$ cat config.mk
export PLATFORM = sky130hd
export DESIGN_NAME = midi_msg_parser
export DESIGN_NICKNAME = d
export VERILOG_FILES = /design/src/rtl/midi_pkg.sv /design/src/rtl/midi_byte_classify.sv /design/src/rtl/midi_msg_parser.sv
export SDC_FILE = /design/constraint.sdc
export NUM_CORES = 1
export LEC_CHECK = 0
export CAP_MARGIN = 15
export CORE_ASPECT_RATIO = 1.1
export CORE_MARGIN = 1.5
export CORE_UTILIZATION = 35
export DETAILED_ROUTE_END_ITERATION = 7
export PLACE_DENSITY_LB_ADDON = 0.08
export SYNTH_ARGS = -nofsm -noshare
export SYNTH_HDL_FRONTEND = slang
export SYNTH_SLANG_ARGS = --single-unit
$ cat constraint.sdc
create_clock -name clk -period 1.4 [get_ports clk]
set_input_delay 0.28 -clock clk [delete_from_list [all_inputs] [get_ports clk]]
set_output_delay 0.28 -clock clk [all_outputs]
set_load 0.01 [all_outputs]
$ cat src/rtl/midi_pkg.sv
// Shared definitions for the MIDI message parser: FSM state encodings,
// channel-voice status nibbles and byte-class boundaries.
package midi_pkg;

   localparam logic [1:0] S_IDLE = 2'd0;
   localparam logic [1:0] S_D1   = 2'd1;
   localparam logic [1:0] S_D2   = 2'd2;

   localparam logic [3:0] NOTE_OFF = 4'h8;
   localparam logic [3:0] NOTE_ON  = 4'h9;
   localparam logic [3:0] POLY_AT  = 4'hA;
   localparam logic [3:0] CC       = 4'hB;
   localparam logic [3:0] PROG     = 4'hC;
   localparam logic [3:0] CHAN_AT  = 4'hD;
   localparam logic [3:0] BEND     = 4'hE;

   localparam logic [7:0] REALTIME_MIN = 8'hF8;
   localparam logic [7:0] SYSCOM_MIN   = 8'hF0;

   // Number of data bytes that follow a channel status with this high nibble.
   function automatic logic [1:0] msg_data_len(input logic [3:0] nib);
      return ((nib == PROG) || (nib == CHAN_AT)) ? 2'd1 : 2'd2;
   endfunction

endpackage

$ cat src/rtl/midi_byte_classify.sv
// Combinational classification of one received MIDI byte.
// data_len is only meaningful when is_chan_status is set.
module midi_byte_classify
   import midi_pkg::*;
(
   input  logic [7:0] data_byte,
   output logic       is_data,
   output logic       is_chan_status,
   output logic       is_syscom,
   output logic       is_realtime,
   output logic [1:0] data_len
);

   // Byte class decode from the top bit and the F0/F8 boundaries
   always_comb begin
      is_data        = ~data_byte[7];
      is_realtime    = (data_byte >= REALTIME_MIN);
      is_syscom      = (data_byte >= SYSCOM_MIN) && (data_byte < REALTIME_MIN);
      is_chan_status = data_byte[7] && (data_byte < SYSCOM_MIN);
      data_len       = msg_data_len(data_byte[7:4]);
   end

endmodule

$ cat src/rtl/midi_msg_parser.sv
// MIDI channel-voice message parser with running status.
// Turns the UART byte stream into single-cycle note-on / note-off events.
// Optional feature: define MIDI_PITCH_BEND_EN to add o_bend / o_bend_vld.
//
// state  | meaning
// S_IDLE | no running status; data bytes are orphans (or SysEx payload)
// S_D1   | running status held, waiting for first data byte
// S_D2   | first data byte held, waiting for second data byte
module midi_msg_parser
   import midi_pkg::*;
#(
   parameter logic [3:0] CHANNEL = 4'd0,
   parameter bit         OMNI    = 1'b0
)(
   input  logic        clk,
   input  logic        rst,
   input  logic [7:0]  i_byte,
   input  logic        i_byte_vld,
   output logic        o_note_on,
   output logic        o_note_off,
   output logic [6:0]  o_key,
   output logic [6:0]  o_vel,
   output logic [3:0]  o_chan,
   output logic        o_err
`ifdef MIDI_PITCH_BEND_EN
   ,
   output logic [13:0] o_bend,
   output logic        o_bend_vld
`endif
);

   logic       is_data;
   logic       is_chan_status;
   logic       is_syscom;
   logic       is_realtime;
   logic [1:0] data_len;

   logic [1:0] state;
   logic [7:0] status;
   logic       need2;
   logic [6:0] byte1;
   logic       sysex_skip;

   logic       byte_live;
   logic       msg_done;
   logic       chan_ok;
   logic [3:0] nib;
   logic       ev_on;
   logic       ev_off;
   logic       ev_err;

   midi_byte_classify u_classify (
      .data_byte      (i_byte),
      .is_data        (is_data),
      .is_chan_status (is_chan_status),
      .is_syscom      (is_syscom),
      .is_realtime    (is_realtime),
      .data_len       (data_len)
   );

   // Event decode for the byte presented this cycle
   always_comb begin
      byte_live = i_byte_vld && !is_realtime;
      nib       = status[7:4];
      chan_ok   = OMNI || (status[3:0] == CHANNEL);
      msg_done  = byte_live && is_data &&
                  (((state == S_D1) && !need2) || (state == S_D2));
      // Notes are always 2-byte messages, so completion implies S_D2 and byte1 is the key
      ev_on     = msg_done && chan_ok && (nib == NOTE_ON) && (i_byte[6:0] != 7'd0);
      ev_off    = msg_done && chan_ok &&
                  ((nib == NOTE_OFF) || ((nib == NOTE_ON) && (i_byte[6:0] == 7'd0)));
      ev_err    = byte_live &&
                  ((is_chan_status && (state == S_D2)) ||
                   (is_data && (state == S_IDLE) && !sysex_skip));
   end

   // Message assembly state machine with running status
   always_ff @(posedge clk) begin
      if (rst) begin
         state      <= S_IDLE;
         status     <= 8'h00;
         need2      <= 1'b0;
         byte1      <= 7'd0;
         sysex_skip <= 1'b0;
      end else if (byte_live) begin
         if (is_chan_status) begin
            status     <= i_byte;
            need2      <= (data_len == 2'd2);
            state      <= S_D1;
            sysex_skip <= 1'b0;
         end else if (is_syscom) begin
            status     <= 8'h00;
            need2      <= 1'b0;
            state      <= S_IDLE;
            sysex_skip <= 1'b1;
         end else begin
            case (state)
               S_IDLE: state <= S_IDLE;
               S_D1: begin
                  if (need2) begin
                     byte1 <= i_byte[6:0];
                     state <= S_D2;
                  end
               end
               S_D2:    state <= S_D1;
               default: state <= S_IDLE;
            endcase
         end
      end
   end

   // Registered event outputs; pulses default low every cycle
   always_ff @(posedge clk) begin
      if (rst) begin
         o_note_on  <= 1'b0;
         o_note_off <= 1'b0;
         o_err      <= 1'b0;
         o_key      <= 7'd0;
         o_vel      <= 7'd0;
         o_chan     <= 4'd0;
      end else begin
         o_note_on  <= ev_on;
         o_note_off <= ev_off;
         o_err      <= ev_err;
         if (ev_on || ev_off) begin
            o_key  <= byte1;
            o_vel  <= (nib == NOTE_ON) ? ev_vel(i_byte[6:0], ev_on) : i_byte[6:0];
            o_chan <= status[3:0];
         end
      end
   end

   // Note-on with zero velocity is reported as a note-off with velocity 0
   function automatic logic [6:0] ev_vel(input logic [6:0] v, input logic on);
      return on ? v : 7'd0;
   endfunction

`ifdef MIDI_PITCH_BEND_EN
   logic ev_bend;

   // Pitch-bend completion on an accepted channel
   always_comb begin
      ev_bend = msg_done && chan_ok && (nib == BEND);
   end

   // Pitch-bend value register, centred at reset
   always_ff @(posedge clk) begin
      if (rst) begin
         o_bend     <= 14'h2000;
         o_bend_vld <= 1'b0;
      end else begin
         o_bend_vld <= ev_bend;
         if (ev_bend) begin
            o_bend <= {i_byte[6:0], byte1};
         end
      end
   end
`endif

endmodule
# After elaboration in Yosys (flattened, before gate mapping)

Cells that the tools add are included.

Register bits after elaboration: 40
Latch bits: 0
RAM bits: 0
Memory bits (read-only): 0
Input port bits: 11
Output and inout bits: 21
Word-level logic and storage cells: 70
Memories: 0

Add/sub/neg operators: 0
Multipliers: 0
Divide/modulo/power cells: 0
$lt $le $gt $ge: 4
Equal/unequal tests: 8
Shifts and indexed selects: 0
Muxes and demuxes: 13
Bitwise operators: 3
Reduce and logical (&&, ||, !) cells: 31

Operator list:

| cell                                          | count |
|---|---|
| == test 4 bit, second input constant          | 4 |
| >= comparator 8 bit, second input constant    | 2 |
| < comparator 8 bit, second input constant     | 2 |
| 2-to-1 mux 8 bit                              | 2 |
| logical AND 1 bit                             | 15 |
| 2-to-1 mux 7 bit                              | 2 |
| 2-to-1 mux 2 bit                              | 4 |
| zero test 7 bit                               | 1 |
| nonzero test 7 bit                            | 1 |
| logical OR 1 bit                              | 5 |
| AND reduction 5 bit                           | 1 |
| == test 2 bit, second input constant          | 2 |
| zero test 4 bit                               | 1 |
| 2-to-1 mux 1 bit                              | 4 |
| inequality test 4 bit, second input constant  | 1 |
| one-hot mux 2 bit (2 select lines)            | 1 |
| AND reduction 2 bit                           | 2 |
| zero test 1 bit                               | 3 |
| inverter 1 bit                                | 3 |
| == test 2 x 1 -> 1 bit, second input constant | 1 |
| zero test 2 bit                               | 1 |
| nonzero test 2 bit                            | 1 |

# Logic depth before layout (Yosys ltp)

Gate-level depths: netlist (run 1).

Depth in word-level cells: 10
Depth in mapped cells: 6
Mapped depth without buffers: 4

# By module

From an unflattened synthesis (run 1), not the netlist that was laid out.

Cell total of the unflattened synthesis: 186
Area, all modules: 1755.4 sq um

Modules (own cells, without submodules):

| module             | times used | cells each | area an instance (sq um) | sequential area each (sq um) |
|---|---|---|---|---|
| midi_msg_parser    | 1          | 177        | 1714.1                   | 800.8 |
| midi_byte_classify | 1          | 9          | 41.3                     | 0.0 |

# Worst setup path before layout (run 1)

OpenSTA, ideal clock, no wires.

Path kind: register to register
From: register status[2]
To: register o_key[2]
Library setup time: 72 ps
Arrival: 1294 ps
Required time: 1328 ps
Slack: 34 ps
Stages on the path, launching flop included: 6
Buffers on the path: 1
Period minus slack after synthesis: 1366 ps
Cells stage by stage: dfxtp_1 -> nor4_4 -> o211ai_4 -> nor2_8 -> buf_12 -> mux2i_1

Longest elaborated chain between the ends: 5
Elaborated cells between the ends (all ways): 6
Those cells by class: reduce/logical: 6

Ends and longest elaborated chain:

| item                            | RTL line                                     | RTL |
|---|---|---|
| from (decl)                     | midi_msg_parser.sv:39                        | `logic [7:0] status;` |
| from (signal assigned)          | midi_msg_parser.sv:87                        | `status <= i_byte;` |
| zero test 4 bit (*)             | midi_msg_parser.sv:65                        | `chan_ok = OMNI \|\| (status[3:0] == CHANNEL);` |
| logical AND 1 bit (*)           | midi_msg_parser.sv:69, midi_msg_parser.sv:70 |  |
| logical AND 1 bit (2 in series) | midi_msg_parser.sv:69                        | `ev_on = msg_done && chan_ok && (nib == NOTE_ON) && (i_byte[6:0] != 7'd0);` |
| logical OR 1 bit (*)            | midi_msg_parser.sv:125                       | `if (ev_on \|\| ev_off) begin` |
| to (signal assigned)            | midi_msg_parser.sv:126                       | `o_key <= byte1;` |
| to (decl)                       | midi_msg_parser.sv:21                        | `output logic [6:0] o_key,` |

Every way passes the cells marked *; elsewhere a longest branch is shown, timed or not.
A chain may end at the register's enable or synchronous reset.

# Final worst setup path (run 1)

From: register status[0]
To: register o_vel[5]

Longest elaborated chain between the ends: 6
Elaborated cells between the ends (all ways): 8
Those cells by class: mux: 2; reduce/logical: 6

Ends and longest elaborated chain:

| item                            | RTL line                                     | RTL |
|---|---|---|
| zero test 4 bit (*)             | midi_msg_parser.sv:65                        |  |
| logical AND 1 bit (*)           | midi_msg_parser.sv:69, midi_msg_parser.sv:70 |  |
| logical AND 1 bit (2 in series) | midi_msg_parser.sv:69                        |  |
| 2-to-1 mux 7 bit                | midi_msg_parser.sv:135                       | `return on ? v : 7'd0;` |
| 2-to-1 mux 7 bit                | midi_msg_parser.sv:127                       | `o_vel <= (nib == NOTE_ON) ? ev_vel(i_byte[6:0], ev_on) : i_byte[6:0];` |
| to (signal assigned)            | midi_msg_parser.sv:127                       |  |
| to (decl)                       | midi_msg_parser.sv:22                        | `output logic [6:0] o_vel,` |

Marked as above.

==> summary.txt, run 1 <==
Largest area contributor in the synthesized netlist - dfxtp_1
Detailed Route Iter0 Violations - 58
Top-area cell type share of the netlist area - 0.467
TritonCTS Buffers - 5
Peak fanout along the critical path - 9
RSZ-0062 raised after global routing - yes
Critical path arrival - 1.66 ns
Fin Hold WS - 0.401 ns
DRT Pass-1 Iters - 4
Pin slew with the least headroom to its limit - 0.323 ns
Clock sink total - 40
Number of I/O pins - 32
Relative slew slack - 0.785
Slew Limit Fails - 0
Tcrit/Tclk final - 1.03
First-pass GRT wire length - 6.56 mm
Post-route ant nets - 0
Worst r2r path cells - 5
Worst r2r dst - o_vel[5]
Multi-input gate area - 881 sq um
Total wire length - 3.77 mm
Antenna diode count - 0
Worst hold start - i_byte_vld
Post-synthesis cell count - 154
Row cnt - 26
Total Routing Usage GR - 0.156
Synth Area in Compound Gates - 0.109
DP Wirelength - 2.70 mm
Count of buffers from port buffering - 31
Startpoint type of the worst setup path - flip-flop
Pwr Total - 2200 uW
Non-filler cells, final - 275
Fmax - 694 MHz
Synthesized net count - 165
Static Leakage - 0.00104 uW
Warnings from Yosys - 0
Post-Syn Area - 1710 sq um
WL per Instance - 13.7 um
CTS tree - yes
Setup crit end kind - flip-flop
Top area cells in the synthesized netlist - dfxtp_1, mux2i_1, nand2b_1, nor3b_2, a22o_1
Die area - 5320 sq um
Status - finished, violations left
Die Y - 76.4 um
Final worst setup slack - -0.0400 ns
Final Net Count - 229
Fillers - 450
Main combinational cell family by area after synthesis - simple AND/OR/NAND/NOR gates
Post-synthesis sequential area ratio - 0.467
Commonest non-fill, non-tap cell in the layout - dfxtp_1
Placed cells - 263
Critical path class - flip-flop to flip-flop
Failing checks - negative setup slack
Reg2reg start - status[0]
Hold endpoint - sysex_skip
Hold-fix buffers at CTS - 0
Initial Utilization - 0.366
Vias in the first global route - 1350
Yosys cell types - 40
Worst Hold Class - input pin to flip-flop
Die width - 69.7 um
Max Cap Viol - 0
Worst-path clk slew - 0.07 ns
Adder-cell share of the synthesized area - 0
FF-to-FF setup slack - -0.04 ns
Final Hold Vio Count - 0
Max VDD drop - 608 uV
CTS H-tree depth - 2
DRC viols - 0
Fin util - 0.520
Vias - 1341
Core area - 4680 sq um
Worst path cell trace - nor4b_4 -> o211ai_4 -> nor2_8 -> buf_12 -> mux2i_2
Synth Register Bits - 40
Ratio of cells with drive above 1 in the final layout - 0.292
PwrDens - 902 nW/um^2
Initial antenna violation count - 0
Area Growth Syn to Fin - 42.3%
GP Congestion - 0.831
Simple-gate share of the synthesized area - 0.264
Crit path required time - 1.62 ns
Vias per inst - 4.88
Worst path slowest cell - dfxtp_2
Setup skew after layout - 0.00536 ns
Register area - 805 sq um
Crit path time final - 1.44 ns
Syn Area/Cell - 11.1 sq um
Clock buffer depth - 2
Xor and xnor fraction of the mapped netlist area - 0
Post-synthesis mux area share - 0.123
Largest net degree at the start of global routing - 18
Commonest cells after routing, fill and taps aside - dfxtp_1, buf_4, nand2b_1, dlygate4sd2_1, mux2i_1
Max incr delay on CP - 0.34 ns
Setup violators final - 6
CTS root buf - clkbuf_8
Global route overflow - 0
Hold Crit Depth - 2
Worst skew pair latency - 0.29 ns
## routing by layer
metal	track usage	share of wire	routed length (um)	vias up
met5	0	0	0	-
met4	0.0615	0.015	58	0
met3	0.0476	0.034	128	5
met2	0.245	0.49	1840	25
met1	0.199	0.46	1740	635
li1	-	-	-	676
## metrics by stage
step | TNS (ns) | cell area, sq um | worst slack, ns
3_5_place_dp | -15.43 | 2280 | -0.515
6_report | -0.104 | 2440 | -0.0400
4_1_cts | -0.163 | 2400 | -0.0342
5_1_grt | -1.07 | 2440 | -0.121
2_1_floorplan | 0 | 1710 | 0.0344
3_3_place_gp | -14.51 | 2280 | -0.447
## critical path: cells and delay by family, from the launching register on
| family | cells | cell delay [ns] |
|---|---|---|
| flops | 1 | 0.34 |
| simple gates | 2 | 0.50 |
| buf+inv | 1 | 0.15 |
| compound gates | 1 | 0.17 |
| mux | 1 | 0.20 |
## Yosys cell counts (all sizes together)
cell type and count:
a31oi 3, nor2b 1, a21oi 1, nor3 2, nand4 1, o41ai 1, a21o 1, a221o 1
buf 6, clkbuf 3, mux2i 21, and4 1, nor3b 5, o31ai 1, and2b 1, nor4 3
nand2b 25, and4b 1, nor2 13, a311oi 1, nand2 3, dfxtp 40, o211ai 1, o21ai 2
a22o 7, inv 1, or2b 2, nand3 3, nor4b 2, a2111oi 1
## cells by family after synthesis
| kind of cell | Yosys count |
|---|---|
| flops | 40 |
| compound gates | 20 |
| buf+inv | 10 |
| simple gates | 63 |
| mux | 21 |
## cell type report
class,count,area share
flip-flops and latches,40,0.330
repair buffers,66,0.241
inverters,1,0.00154
clock buffers,8,0.0370
well taps,56,0.0287
multi-input cells,104,0.361
## worst max path at each step
stage | startpoint | endpoint | slack [ns] | cells after the start
3_5_place_dp | i_byte[7] | o_key[1] | -0.51 | 5
6_report | status[0] | o_vel[5] | -0.04 | 5
2_1_floorplan | status[2] | o_key[2] | 0.03 | 5
3_3_place_gp | i_byte[6] | o_note_on | -0.45 | 5
4_1_cts | status[0] | o_key[0] | -0.03 | 5
5_1_grt | status[0] | o_vel[5] | -0.12 | 5
## power breakdown
group          total [uW]  leakage, uW  internal (uW)  switching [uW]
registers            1180     0.000325           1160            17.7
logic                 236     0.000671            128             108
clock network         786    0.0000455            402             384
total                2200      0.00104           1690             509
## sequential cells by signal, summed over array words and instances, names as in the netlist
| register | flops |
|---|---|
| status | 8 |
| byte1 | 7 |
| o_key | 7 |
| o_vel | 7 |
| o_chan | 4 |
| state | 2 |
| need2 | 1 |
| o_err | 1 |
| o_note_off | 1 |
| o_note_on | 1 |
| sysex_skip | 1 |
## timing repair
item                       4_1_cts  5_1_grt
hold endpoints to repair         0        0
gates resized for setup         28        9
buffers inserted                 4        0
setup endpoints to repair       51       32
pin swaps                        2        3
Power figures use the tool's default switching activity.
==> run 2, diff against run 1 <==
CORE_UTILIZATION = 46   (was 35)
CTS_CLUSTER_DIAMETER = 80   (was unset)
SETUP_SLACK_MARGIN = 0.02   (was unset)
==> summary.txt, run 2 (synthesis results as in run 1) <==
Status - finished, violations left
Failing checks - negative setup slack
Hold Crit Depth - 2 (unchanged)
Number of I/O pins - 32 (unchanged)
Die area - 4100 sq um (-23%)
Pwr Total - 2180 uW (-1.0%)
Initial Utilization - 0.476 (+0.111)
Setup crit end kind - flip-flop
Detailed Route Iter0 Violations - 47 (-19%)
Fin Hold WS - 0.346 ns (-0.0544 ns)
Total wire length - 3.56 mm (-5.5%)
Commonest cells after routing, fill and taps aside - dfxtp_1, buf_4, dlygate4sd2_1
Final Net Count - 225 (-1.7%)
Largest net degree at the start of global routing - 19 (+1)
CTS tree - yes
Setup skew after layout - 0.00750 ns (+0.00215 ns)
DP Wirelength - 2.66 mm (-1.6%)
Total Routing Usage GR - 0.198 (+0.0419)
Post-route ant nets - 0 (unchanged)
Static Leakage - 0.00101 uW (-2.6%)
Clock sink total - 40 (unchanged)
DRC viols - 0 (unchanged)
Tcrit/Tclk final - 1.03 (-0.00166)
Fmax - 696 MHz (+0.16%)
Count of buffers from port buffering - 31 (unchanged)
Placed cells - 256 (-2.7%)
CTS root buf - clkbuf_8
Vias in the first global route - 1295 (-4.1%)
Die Y - 67 um (-12%)
Vias per inst - 5.00 (+2.5%)
Final Hold Vio Count - 0 (unchanged)
Worst-path clk slew - 0.07 ns (about the same)
Critical path arrival - 1.66 ns (about the same)
Critical path class - flip-flop to flip-flop
Fillers - 295 (-34%)
Post-CTS Setup Bufs - 0 (-4)
Largest register by flop count - status
TritonCTS Buffers - 5 (unchanged)
CTS H-tree depth - 2 (unchanged)
DRT Pass-1 Iters - 4 (unchanged)
Crit path time final - 1.44 ns (-0.00233 ns)
Die width - 61.2 um (-12%)
Startpoint type of the worst setup path - flip-flop
Crit path required time - 1.62 ns (about the same)
Worst Hold Class - input pin to flip-flop
First-pass GRT wire length - 5.87 mm (-11%)
Row cnt - 23 (-12%)
Worst r2r path cells - 5 (unchanged)
GP Congestion - 0.867 (+4.3%)
Reg2reg start - status[6]
Crit path from - status[6]
Vias - 1324 (-1.3%)
Largest register FFs - 8 (unchanged)
Slew Limit Fails - 0 (unchanged)
Relative slew slack - 0.790 (+0.00462)
Setup violators final - 9 (+3)
Pre-CTS setup slack - -0.394 ns (+0.121 ns)
Hold-fix buffers at CTS - 0 (unchanged)
Area Growth Syn to Fin - 39.4%
Max Cap Viol - 0 (unchanged)
Worst hold start - i_byte_vld
Worst skew pair latency - 0.29 ns (about the same)
Ratio of cells with drive above 1 in the final layout - 0.279 (-0.0132)
RSZ-0062 raised after global routing - yes
Final worst setup slack - -0.0377 ns (+0.00233 ns)
Peak fanout along the critical path - 5 (-4)
Pin slew with the least headroom to its limit - 0.314 ns (-0.00827 ns)
Non-filler cells, final - 265 (-3.6%)
Max VDD drop - 570 uV (-6.2%)
Initial antenna violation count - 0 (unchanged)
Antenna diode count - 0 (unchanged)
Global route overflow - 0 (unchanged)
Clock buffer depth - 2 (unchanged)
WL per Instance - 13.4 um (-2.0%)
Core area - 3600 sq um (-23%)
Commonest non-fill, non-tap cell in the layout - dfxtp_1
PwrDens - 911 nW/um^2 (+0.98%)
-- run 2: changes by cell type in the layout (fill, tap and decap cells not counted), sizes merged --
cell,before,now
buf,35,30
clkbuf,8,7
clkinv,0,2
dlygate4sd2,25,26
dlymetal6s2s,2,1
-- run 2: final cells by class --
cell class / instances / area [sq um] / share of cell area
Tap cell: 50 / 62.6 / 0.0262
Timing Repair Buffer: 62 / 559 / 0.234
Sequential cell: 40 / 805 / 0.337
Clock inverter: 2 / 10.0 / 0.00419
Inverter: 1 / 3.75 / 0.00157
Clock buffer: 6 / 82.6 / 0.0346
Multi-Input combinational cell: 104 / 866 / 0.362
-- run 2: path summary, 6_finish.rpt --
| kind | end | slack [ns] |
|---|---|---|
| setup / recovery | o_vel[6] | -0.04 |
| setup reg to reg | o_vel[6] | -0.04 |
| hold reg to reg | o_err | 0.46 |
| hold / removal | sysex_skip | 0.35 |
-- run 2: repair_timing --
| action | 4_1_cts | 5_1_grt |
|---|---|---|
| endpoints found under the setup margin | 54 | 26 |
| gates resized for setup | 29 | 5 |
| pin swaps | 2 | 0 |
| cloned | 0 | 1 |
-- run 2: where the power goes --
part | switching (uW) | leakage, uW | total [uW] | internal (uW)
clock | 386 | 0.0000510 | 779 | 393
combinational | 101 | 0.000638 | 221 | 120
sequential | 17.5 | 0.000325 | 1180 | 1160
-- run 2: layer usage --
layer	vias to the layer above	global-route usage	wire [um]
met2	29	0.306	1770
met1	615	0.250	1560
li1	670	-	-
met4	0	0.0924	104
met3	10	0.0544	124
met5	-	0	0
-- run 2: worst max-delay path: stages (launching register included) --
cell and delay [ns]:
dfxtp_2 0.33, nor4b_4 0.36, o211ai_4 0.16, nor2_8 0.17, clkbuf_16 0.17, mux2i_1 0.16
-- run 2: per-stage QoR --
step	instance area, sq um	setup TNS, ns	util
finish	2390	-0.202	0.664
global route	2390	-1.12	0.664
CTS	2350	-0.114	0.653
detailed placement	2280	-12.90	0.633
global placement	2280	-12.47	0.633
floorplan	1710	0	-
==> edit 1, RTL diff (settings of run 2) <==
Add an input register stage for `i_byte_vld`, without a reset; this delays it by one clock. The other inputs are not delayed to match.
--- a/src/rtl/midi_msg_parser.sv
+++ b/src/rtl/midi_msg_parser.sv
@@ -28,6 +28,12 @@
    output logic        o_bend_vld
 `endif
 );
+
+   logic i_byte_vld_q;
+
+   always_ff @(posedge clk) begin
+      i_byte_vld_q <= i_byte_vld;
+   end
 
    logic       is_data;
    logic       is_chan_status;
@@ -60,7 +66,7 @@
 
    // Event decode for the byte presented this cycle
    always_comb begin
-      byte_live = i_byte_vld && !is_realtime;
+      byte_live = i_byte_vld_q && !is_realtime;
       nib       = status[7:4];
       chan_ok   = OMNI || (status[3:0] == CHANNEL);
       msg_done  = byte_live && is_data &&
Function: changed (a bounded check fails within 4 cycles, from zero or initial values and one cycle with rst high).
==> edit 1 against run 2 <==
  * The flow still finishes with violations (negative setup slack)
  * Hold slack gained 0.091 ns
  * Non-clock buffer count unchanged
  * Total power grew 10%
  * Utilization up 1.2 points
  * Synthesized area increased by 1.2%
  * Worst setup slack better by 0.024 ns
  * Design area is 2.6% higher
  * Sequential share of layout area up 0.16 points
  * Routed wire length rose by 7.6%
  * First-iteration DRC count is 51% higher
  * Sequential cell count up 1
  * Critical path type unchanged
  * Critical endpoint is now o_chan[0]$_SDFFE_PP0P_
  * Largest power group unchanged
==> edit 1: results <==
metrics = {
    "global_route": {
        "grt_max_degree": 32,
        "grt_pass1_vias": 1271,
    },
    "cells_and_area": {
        "nNetsFinal": 226,
        "drive_gt1_share_pct": 27.8,
        "fill_cells": 307,
    },
    "route": {
        "drtIter0Drc": 71,
        "routedWlPerCell_um": 14.4,
    },
    "sta": {
        "tns_ns": -0.0434,
        "worst_pin_slew_ns": 0.349,
        "worst_slack_ns": -0.0135,
        "setup_viol": 5,
    },
    "synthesis": {
        "synth.net_count": 166,
        "synth_commonest_cells": "41 x dfxtp_1, 25 x nand2b_1, 21 x mux2i_1",
        "synth_seq_area_share_pct": 47.4,
    },
    "pwr": {
        "seq_power_share_pct": 50.4,
        "share_comb_of_total_power_pct": 9.3,
        "irDropWorstVdd_uv": 528,
        "switching_share_pct": 21.1,
    },
    "placed_design": {
        "place_ws_ns": -0.534,
        "placed_area_sq_mm": 0.00224,
        "place.gp.congestion": 0.895,
        "dp_hpwl_um": 2680,
    },
    "status": {
        "violations": "negative setup slack",
        "status": "finished with violations",
    },
    "setup_path": {
        "cpMaxStageDelayCell": "dfxtp_2",
        "cp_data_arrival_time_ns": 1.59,
        "slowest_delay_ns": 0.34,
    },
}
==> edit 1: cell count changes after synthesis <==
cell / run 2 / this run
dfxtp_1: 40 / 41
==> edit 1: final timing paths <==
kind	start	endpoint	slack (ns)	cells after the start
max	status[6]$_SDFFE_PP0P_	o_chan[0]$_SDFFE_PP0P_	-0.01	6
min	i_byte_vld	i_byte_vld_q$_DFF_P_	0.44	1
max reg2reg	status[6]$_SDFFE_PP0P_	o_chan[0]$_SDFFE_PP0P_	-0.01	6
min reg2reg	o_vel[0]$_SDFFE_PP0P_	o_vel[0]$_SDFFE_PP0P_	0.47	2
==> edit 1: metrics by stage <==
step                utilization [%]  std cells
global placement               61.8        251
detailed placement             61.8        251
CTS                            66.0        263
global route                   67.6        266
finish                         67.6        266
floorplan                         -        155
==> edit 1: metal layers <==
layer  vias up  wire [um]  track usage (%)
met3         6        151             4.60
met4         0         44             4.79
met5         -          0                0
met1       650       1660             25.6
met2        33       1970             32.2
li1        671          -                -
==> edit 1: cell type report <==
type | instances | area share (%)
clock buffer | 7 | 3.52
inverter | 1 | 0.153
tap | 50 | 2.55
timing repair buffer | 62 | 23.6
clock inverter | 1 | 1.23
multi-input combinational | 104 | 35.1
sequential | 41 | 33.8
==> edit 1: timing repair <==
action | CTS | global route
buffers inserted | 4 | 2
endpoints found under the setup margin | 60 | 20
hold endpoints to repair | 0 | 0
pin swaps | 2 | 6
cloned | 0 | 1
resized for setup | 29 | 5
==> edit 1: kinds of logic after synthesis <==
family | synth area share, %
AO/OA/AOI/OAI | 10.8
AND/OR/NAND/NOR | 26.1
multiplexers | 12.1
buffers and inverters | 3.61
flip-flops | 47.4
==> edit 2, RTL diff (settings of run 2) <==
Made on the original files. Set the parameter `OMNI` to 1'b1 (it was 1'b0).
--- a/src/rtl/midi_msg_parser.sv
+++ b/src/rtl/midi_msg_parser.sv
@@ -10,7 +10,7 @@
    import midi_pkg::*;
 #(
    parameter logic [3:0] CHANNEL = 4'd0,
-   parameter bit         OMNI    = 1'b0
+   parameter bit         OMNI    = 1'b1
 )(
    input  logic        clk,
    input  logic        rst,
Behaviour: not the same (Yosys sat finds a counterexample within 4 cycles, from zero or initial values and one cycle with rst high).
==> edit 2 against run 2 <==
  * Synthesized cell count increased by 21%
  * Clock skew decreased by 0.00060 ns
  * Combinational power fell by 5%
  * Design area fell by 4.8%
  * Routed wire length is 11% higher
  * Total power grew 2.8%
  * Synthesized area down 3.9%
  * First-iteration DRC count grew 81%
  * Sequential cell count is the same
  * Non-clock buffer count down 2
  * Fmax rose by 8.8%
  * Worst setup slack better by 0.12 ns
  * Count of clock-buffer cells in the layout up 1
==> edit 2: results <==
metrics = {
    "worst_hold_path": {
        "min_to": "o_key[2]$_SDFFE_PP0P_",
    },
    "sta": {
        "worst_slack_ns": 0.0792,
        "worst_pin_slew_ns": 0.277,
        "whs_ns": 0.462,
        "fin_skew_ns": 0.00691,
    },
    "synthesis": {
        "synth_commonest_cells": "41 x nand2_1, 40 x dfxtp_1, 18 x a21oi_1, 18 x mux2i_1, 16 x o21ai_0",
        "synthCells": 187,
        "ys_types": 30,
    },
    "cells_and_area": {
        "nNetsFinal": 251,
        "fill_cells": 299,
        "drive_gt1_share_pct": 19.9,
        "fin_cells": 289,
    },
    "setup_path": {
        "cp_max_fo": 8,
        "slowest_delay_ns": 0.43,
        "cpMaxStageDelayCell": "clkdlybuf4s50_1",
        "startpoint": "i_byte[7]",
    },
    "placed_design": {
        "dp_hpwl_um": 2910,
        "dp_cells": 281,
        "place.gp.congestion": 0.808,
        "placed_area_sq_mm": 0.00217,
    },
    "global_route": {
        "grt_pass1_vias": 1536,
        "grt_pass1_wl_um": 6810,
    },
    "status": {
        "status": "complete, no violations",
    },
    "route": {
        "drtIter0Drc": 85,
        "routedWlPerCell_um": 13.7,
    },
    "clock_tree": {
        "clockRootBuffer": "clkbuf_4",
        "cts.reportedPaths.clkPinSlew_ns": 0.11,
        "clk_latency_ns": 0.35,
    },
}
-- edit 2: worst max-delay path, delay by kind of cell --
kind                   cells  cell delay (ns)
AND/OR/NAND/NOR            1             0.34
buffers and inverters      2             0.61
AO/OA/AOI/OAI              2             0.34
-- edit 2: repair_timing --
action	in CTS	in global routing
pin swaps	3	1
cloned	0	0
setup endpoints to repair	41	21
resized for setup	28	9
-- edit 2: worst max path at each step --
stage                                   endpoint  depth (start not counted)
after global routing       o_vel[2]$_SDFFE_PP0P_                          4
after floorplan            o_note_off$_SDFF_PP0_                          3
after global placement     o_note_off$_SDFF_PP0_                          4
after CTS                   o_note_on$_SDFF_PP0_                          4
final                      byte1[6]$_SDFFE_PP0P_                          5
after detailed placement  o_chan[2]$_SDFFE_PP0P_                          5
-- edit 2: area by class of cell --
class	instances	area (sq um)	area share, %
tap	48	60.1	2.64
sequential	40	806	35.4
inverter	2	7.51	0.330
multi-input combinational	131	797	35.1
clock inverter	1	30.0	1.32
clock buffer	7	65.1	2.86
timing repair buffer	60	508	22.3
-- edit 2: layer usage --
metal	global-route usage, %	up-vias	share of wire, %
li1	-	755	-
met5	0	-	0
met3	6.50	6	3.6
met1	28.6	722	45
met2	37.9	30	51
met4	6.39	0	1.1
-- edit 2: kinds of logic after synthesis --
family | after synthesis | share of synthesized area [%]
flops | 40 | 48.6
compound gates | 43 | 16.0
buf+inv | 16 | 4.26
simple gates | 70 | 20.2
mux | 18 | 10.9
-- edit 2: power by group through the flow --
stage                     clock, mW  combinational [mW]  sequential, mW
after global routing          0.926               0.229            1.17
after floorplan                   0              0.0928            1.19
after global placement            0               0.205            1.20
final                         0.855               0.209            1.17
after detailed placement          0               0.209            1.20
after CTS                     0.867               0.205            1.17
